### src/rtl/seg7_scan_driver_pkg.sv
// seg7_pkg: shared constants for the seven-segment scan driver.
//   SEG_W     - segment bus width ({g,f,e,d,c,b,a})
//   NIB_W     - width of one displayed hex nibble
//   SEG_TABLE - active-high segment patterns for hex digits 0..F
// No ports (package).
package seg7_pkg;

  localparam int SEG_W = 7;
  localparam int NIB_W = 4;

  localparam logic [SEG_W-1:0] SEG_TABLE [0:15] = '{
    7'h3F, 7'h06, 7'h5B, 7'h4F, 7'h66, 7'h6D, 7'h7D, 7'h07,
    7'h7F, 7'h6F, 7'h77, 7'h7C, 7'h39, 7'h5E, 7'h79, 7'h71
  };

endpackage

### src/rtl/seg7_scan_driver_if.sv
// seg7_scan_driver_if: display bus between a data source and the scan driver.
//   en         - scan enable (0 blanks the display)
//   data       - DIGITS packed hex nibbles, nibble k = data[4k+3:4k]
//   seg        - segment outputs {g,f,e,d,c,b,a}
//   an         - digit selects
//   frame_done - one-cycle pulse at each frame start
// master: the side that drives en/data; slave: the scan driver.
interface seg7_scan_driver_if #(
  parameter int DIGITS = 4
);
  import seg7_pkg::*;

  logic                    en;
  logic [NIB_W*DIGITS-1:0] data;
  logic [SEG_W-1:0]        seg;
  logic [DIGITS-1:0]       an;
  logic                    frame_done;

  modport master (output en, data, input seg, an, frame_done);
  modport slave  (input en, data, output seg, an, frame_done);

endinterface

### src/rtl/seg7_scan_driver_hex_to_seg7.sv
// hex_to_seg7: combinational hex nibble to active-high seven-segment decode.
//   nib - 4-bit value 0..F
//   seg - active-high segments {g,f,e,d,c,b,a}
module hex_to_seg7
  import seg7_pkg::*;
(
  input  logic [NIB_W-1:0] nib,
  output logic [SEG_W-1:0] seg
);

  assign seg = SEG_TABLE[nib];

endmodule

### src/rtl/seg7_scan_driver.sv
// seg7_scan_driver: time-multiplexed seven-segment display driver.
// A prescaler produces one tick every DIV cycles; each tick advances the
// digit index. At the start of every frame the input data is captured into a
// shadow register so a displayed frame never mixes old and new values.
// Outputs are registered and only change on ticks (or when disabled/reset).
//   clk   - system clock, rising edge
//   rst_n - synchronous active-low reset
//   bus   - seg7_scan_driver_if.slave (en, data in; seg, an, frame_done out)
// Optional build macro LEADING_ZERO_BLANK_EN: blank digits k>0 whose shadow
// nibbles k..DIGITS-1 are all zero (digit 0 is always shown).
module seg7_scan_driver
  import seg7_pkg::*;
#(
  parameter int DIGITS     = 4,
  parameter int DIV        = 50000,
  parameter bit ACTIVE_LOW = 1'b1
) (
  input logic              clk,
  input logic              rst_n,
  seg7_scan_driver_if.slave bus
);

  localparam int PW = (DIV > 1) ? $clog2(DIV) : 1;
  localparam int IW = (DIGITS > 1) ? $clog2(DIGITS) : 1;
  localparam int DW = NIB_W * DIGITS;
  localparam logic [PW-1:0]     PRE_LAST = PW'(DIV - 1);
  localparam logic [IW-1:0]     IDX_LAST = IW'(DIGITS - 1);
  // Inactive level equals the polarity mask: all ones when active-low.
  localparam logic [DIGITS-1:0] AN_OFF   = {DIGITS{ACTIVE_LOW}};
  localparam logic [SEG_W-1:0]  SEG_OFF  = {SEG_W{ACTIVE_LOW}};

  logic [PW-1:0]     prescaler_reg, prescaler_next;
  logic [IW-1:0]     idx_reg, idx_next;
  logic [DW-1:0]     shadow_reg, shadow_next;
  logic [DIGITS-1:0] an_reg, an_next;
  logic [SEG_W-1:0]  seg_reg, seg_next;
  logic              frame_done_reg, frame_done_next;

  logic              tick;
  logic              frame_start;
  logic [NIB_W-1:0]  nibble_next;
  logic [SEG_W-1:0]  seg_hi;
  logic [DIGITS-1:0] sel_hi;
  logic              blank;

  // Decode looks ahead at the values being loaded this edge so the new digit
  // and its pattern land in the output registers together.
  assign nibble_next = shadow_next[idx_next*NIB_W +: NIB_W];

  hex_to_seg7 u_dec (
    .nib (nibble_next),
    .seg (seg_hi)
  );

  for (genvar gi = 0; gi < DIGITS; gi++) begin : g_sel
    assign sel_hi[gi] = (idx_next == IW'(gi));
  end

`ifdef LEADING_ZERO_BLANK_EN
  // upper_zero[k] = nibbles k..DIGITS-1 of the frame's shadow are all zero.
  // Bit 0 is forced low so digit 0 is never blanked.
  logic [DIGITS:0] upper_zero;
  assign upper_zero[DIGITS] = 1'b1;
  assign upper_zero[0]      = 1'b0;
  for (genvar gi = 1; gi < DIGITS; gi++) begin : g_lzb
    assign upper_zero[gi] = (shadow_next[gi*NIB_W +: NIB_W] == '0) && upper_zero[gi+1];
  end
  assign blank = upper_zero[idx_next];
`else
  assign blank = 1'b0;
`endif

  // Next-state and output logic; idx is the scan FSM state.
  always_comb begin
    prescaler_next  = prescaler_reg;
    idx_next        = idx_reg;
    shadow_next     = shadow_reg;
    an_next         = an_reg;
    seg_next        = seg_reg;
    frame_done_next = 1'b0;
    tick            = 1'b0;
    frame_start     = 1'b0;

    if (!bus.en) begin
      // Disabled: blank and park exactly as after reset; shadow is kept.
      prescaler_next = '0;
      idx_next       = IDX_LAST;
      an_next        = AN_OFF;
      seg_next       = SEG_OFF;
    end else begin
      tick           = (prescaler_reg == PRE_LAST);
      prescaler_next = tick ? '0 : prescaler_reg + 1'b1;
      if (tick) begin
        if (idx_reg == IDX_LAST) begin
          idx_next    = '0;
          frame_start = 1'b1;
          shadow_next = bus.data;
        end else begin
          idx_next = idx_reg + 1'b1;
        end
        an_next         = blank ? AN_OFF  : (sel_hi ^ AN_OFF);
        seg_next        = blank ? SEG_OFF : (seg_hi ^ SEG_OFF);
        frame_done_next = frame_start;
      end
    end
  end

  always_ff @(posedge clk) begin
    if (!rst_n) begin
      prescaler_reg  <= '0;
      idx_reg        <= IDX_LAST;
      shadow_reg     <= '0;
      an_reg         <= AN_OFF;
      seg_reg        <= SEG_OFF;
      frame_done_reg <= 1'b0;
    end else begin
      prescaler_reg  <= prescaler_next;
      idx_reg        <= idx_next;
      shadow_reg     <= shadow_next;
      an_reg         <= an_next;
      seg_reg        <= seg_next;
      frame_done_reg <= frame_done_next;
    end
  end

  assign bus.an         = an_reg;
  assign bus.seg        = seg_reg;
  assign bus.frame_done = frame_done_reg;

endmodule

### src/flat_wrapper.sv
// flat-port wrapper written by rule: the top's interface ports become plain ports
module seg7_scan_driver_flat import seg7_pkg::*;
#(
  parameter int DIGITS     = 4,
  parameter int DIV        = 50000,
  parameter bit ACTIVE_LOW = 1'b1
)
  (clk, rst_n, bus_en, bus_data, bus_seg, bus_an, bus_frame_done);
  seg7_scan_driver_if #(.DIGITS(DIGITS)) bus_i ();
  input logic clk;
  input logic rst_n;
  input wire logic [$bits(bus_i.en)-1:0] bus_en;
  input wire logic [$bits(bus_i.data)-1:0] bus_data;
  output wire logic [$bits(bus_i.seg)-1:0] bus_seg;
  output wire logic [$bits(bus_i.an)-1:0] bus_an;
  output wire logic [$bits(bus_i.frame_done)-1:0] bus_frame_done;
  assign bus_i.en = bus_en;
  assign bus_i.data = bus_data;
  assign bus_seg = bus_i.seg;
  assign bus_an = bus_i.an;
  assign bus_frame_done = bus_i.frame_done;
  seg7_scan_driver #(.DIGITS(DIGITS), .DIV(DIV), .ACTIVE_LOW(ACTIVE_LOW)) u_core (.clk(clk), .rst_n(rst_n), .bus(bus_i));
endmodule
### config.mk
export PLATFORM = sky130hd
export DESIGN_NAME = seg7_scan_driver_flat
export DESIGN_NICKNAME = d
export VERILOG_FILES = /design/src/rtl/seg7_scan_driver_pkg.sv /design/src/rtl/seg7_scan_driver_if.sv /design/src/rtl/seg7_scan_driver_hex_to_seg7.sv /design/src/rtl/seg7_scan_driver.sv /design/src/flat_wrapper.sv
export SDC_FILE = /design/constraint.sdc
export NUM_CORES = 1
export LEC_CHECK = 0
export ABC_CLOCK_PERIOD_IN_PS = 3750
export CELL_PAD_IN_SITES_DETAIL_PLACEMENT = 0
export CELL_PAD_IN_SITES_GLOBAL_PLACEMENT = 1
export CORE_AREA = 2 2 68 96
export DETAILED_ROUTE_END_ITERATION = 7
export DIE_AREA = 0 0 70 98
export PLACE_DENSITY = 0.75
export REMOVE_ABC_BUFFERS = 1
export SYNTH_ARGS = -nofsm -noshare
export SYNTH_HDL_FRONTEND = slang
export SYNTH_HIERARCHICAL = 1
export SYNTH_SLANG_ARGS = --single-unit
### constraint.sdc
create_clock -name clk -period 3.75 [get_ports clk]
set_input_delay 0.375 -clock clk [delete_from_list [all_inputs] [get_ports clk]]
set_output_delay 0.375 -clock clk [all_outputs]
set_load 0.03 [all_outputs]
==> results.py <==
metrics = {
    "detailed_routing": {
        "drc": 0,
        "vias": 1954,
        "drt_first_pass_iters": 4,
        "routedWlPerCell_um": 13.3,
        "routed_wl_mm": 4.95,
        "via_per_inst": 5.24,
        "drtIter0Drc": 74,
        "ant_nets": 0,
    },
    "synth": {
        "yosys-top-cells-count": "dfxtp_1, nor2_1, o211ai_1",
        "yosysWarnings": 6,
        "yosysTopAreaCellShare_pct": 37.2,
        "synth-edff-count": 0,
        "yosysUniqueCellTypes": 39,
        "syn_area_mm2": 0.00248,
        "synth_top_area_cell": "dfxtp_1",
        "synth_most_common_cell": "dfxtp_1",
        "syn_area_per_cell_um2": 9.05,
        "yosysSeqAreaShare_pct": 37.2,
        "ys_seq_elements": 46,
        "netlist_instances": 274,
        "synth_ff_type": "dfxtp_1",
        "synth.area.top_cells": "dfxtp_1, o211ai_1, ha_1, nor2_1, o21a_1",
        "synthArstFlopShare_pct": 0,
    },
    "sta": {
        "worst_pin_slew_ps": 572,
        "max_freq_mhz": 306,
        "min_period_ps": 3270,
        "post-route-period-util_pct": 87.1,
        "finClkSkew_ps": 11.5,
        "slew_headroom_pct": 61.9,
        "final_max_slew_viol_count": 0,
        "rsz0062_at_grt": "no",
        "setup-tns-final_ps": 0,
        "hold_viol": 0,
        "setup_violations": 0,
    },
    "placement": {
        "post-place-cells": 365,
        "gp_congestion": 0.747,
        "post-dp-hpwl_mm": 3.62,
        "place.port_buffers": 30,
        "placed_area_mm2": 0.00280,
    },
    "power_and_ir_drop": {
        "powerDensity_mw_per_mm2": 288,
        "p_clk_share_pct": 36.6,
        "p_switching_uw": 192,
        "power_frac_seq_pct": 58.8,
        "vdd_drop_max_v": 0.000192,
        "p_int_uw": 641,
        "leakage_nw": 1.13,
        "switching_share_pct": 23.1,
        "power.total_uw": 833,
        "p_comb_share_pct": 4.6,
    },
    "global_route": {
        "gr-usage-all-layers_pct": 15.0,
        "globalRouteMet1Util_pct": 18.8,
        "antenna_found_initial": 0,
        "gr-total-overflow": 0,
        "grt_pass1_wl_mm": 8.47,
        "grt.busiest_layer": "met2",
        "met3_usage_pct": 2.89,
        "use_met2_pct": 25.8,
        "grt_pass1_vias": 1873,
        "grt_max_degree": 26,
    },
    "critical_path": {
        "crit_fanout": 12,
        "crit_type": "flip-flop to flip-flop",
        "ff2ff_setup_slack_ps": 480,
        "r2r-end": "u_core/bus.seg[3]$_SDFFE_PN1N_",
        "cp-start-kind": "flip-flop",
        "arrival_ps": 3490,
        "timing.rr.start": "u_core/prescaler_reg[0]$_SDFF_PP0_",
        "cp.required_ps": 3970,
        "critPathCaptureType": "flip-flop",
        "r2r_cells": 10,
    },
    "cts": {
        "postCtsSetupBuffers": 0,
        "cts-resized-gates": 0,
        "cts_hold_buf": 0,
        "clockBufferDepth": 2,
        "worstSkewPairLatency_ps": 300,
        "cts_tree": "yes",
        "root_buffer": "clkbuf_8",
        "cts_sinks": 46,
        "cts_buffers": 5,
        "htreeDepth": 2,
        "clk_pin_slew_worst_paths_ps": 90,
    },
    "floorplan": {
        "die_area_mm2": 0.00686,
        "num_rows": 34,
        "die_y_um": 98,
        "die_w_um": 70,
        "pin_count": 31,
        "start_util_pct": 41.0,
        "core_mm2": 0.00604,
    },
    "outcome": {
        "status": "finished clean",
    },
    "final_layout": {
        "nets": 328,
        "design_area_mm2": 0.00289,
        "drive_gt1_share_pct": 8.64,
        "final_cells": 373,
        "syn_to_final_growth_pct": 16.8,
        "antenna_cells": 0,
        "final_core_util_pct": 47.9,
    },
    "worst_hold_path": {
        "min_path_cells": 1,
        "hold_path.class": "flip-flop to flip-flop",
        "hold_end": "u_core/prescaler_reg[0]$_SDFF_PP0_",
        "min_from": "u_core/prescaler_reg[0]$_SDFF_PP0_",
    },
    "job": {
        "max_cap_viol_count": 0,
    },
}
[cell type report]
cell class | instances | area, um^2
Clock buffer | 5 | 68.8
Clock inverter | 3 | 21.3
Tap cell | 72 | 90.1
Sequential cell | 46 | 921
Inverter | 9 | 33.8
Timing Repair Buffer | 37 | 353
Fill cell | 602 | 3150
Multi-Input combinational cell | 201 | 1410
[power groups by stage]
stage | Sequential (mW) | Combinational [mW] | Clock, mW
2_1_floorplan | 0.501 | 0.00883 | 0
3_3_place_gp | 0.501 | 0.0389 | 0
3_5_place_dp | 0.501 | 0.0385 | 0
4_1_cts | 0.490 | 0.0387 | 0.321
5_1_grt | 0.490 | 0.0423 | 0.335
6_report | 0.490 | 0.0384 | 0.305
[layer usage]
metal | part of all wire, % | vias to the layer above
li1 | - | 1035
met3 | 3.7 | 6
met2 | 48 | 33
met1 | 47 | 880
met5 | 0 | -
met4 | 1.5 | 0
[critical path, stage by stage (launching register included)]
cell	delay, ps
dfxtp_1	380
ha_1	230
and4_1	260
nand4_2	320
mux2i_1	480
o211ai_1	160
nand4_1	220
inv_1	140
ha_1	320
mux4_1	500
o211ai_1	170
[how the worst max path moves through the flow]
| stage | startpoint | end |
|---|---|---|
| after global placement | u_core/prescaler_reg[0]$_SDFF_PP0_ | u_core/bus.seg[3]$_SDFFE_PN1N_ |
| final | u_core/prescaler_reg[0]$_SDFF_PP0_ | u_core/bus.seg[3]$_SDFFE_PN1N_ |
| after CTS | u_core/prescaler_reg[0]$_SDFF_PP0_ | u_core/bus.seg[3]$_SDFFE_PN1N_ |
| after floorplan | u_core/prescaler_reg[0]$_SDFF_PP0_ | u_core/bus.seg[3]$_SDFFE_PN1N_ |
| after global routing | u_core/idx_reg[0]$_SDFF_PN1_ | u_core/bus.seg[3]$_SDFFE_PN1N_ |
| after detailed placement | u_core/prescaler_reg[0]$_SDFF_PP0_ | u_core/bus.seg[3]$_SDFFE_PN1N_ |
[placed cells by master, fill, tap and decap left out, types with 7 or more instances in the layout]
cell,n
a21boi_0,11
a21oi_1,8
and3_1,14
buf_4,7
clkdlybuf4s50_1,30
dfxtp_1,46
ha_1,9
inv_1,9
nand2_1,17
nand3_1,12
nand4_1,8
nor2_1,25
nor3_1,9
o211ai_1,20
o21a_1,12
o21ai_0,8
xor2_1,8
[metrics by stage]
step / setup WS [ps] / hold WS, ps
global placement: 509 / 442
floorplan: 573 / 430
detailed placement: 490 / 459
finish: 482 / 473
CTS: 448 / 482
global route: 240 / 493
[cell families after synthesis]
| logic type | Yosys count | synth area share [%] |
|---|---|---|
| fa+ha+maj | 9 | 4.54 |
| mux | 9 | 4.69 |
| xor+xnor | 14 | 4.95 |
| compound gates | 68 | 19.6 |
| simple gates | 101 | 23.0 |
| flops | 46 | 37.2 |
| buf+inv | 27 | 6.11 |
No activity file was read; power rests on OpenSTA's default activity.
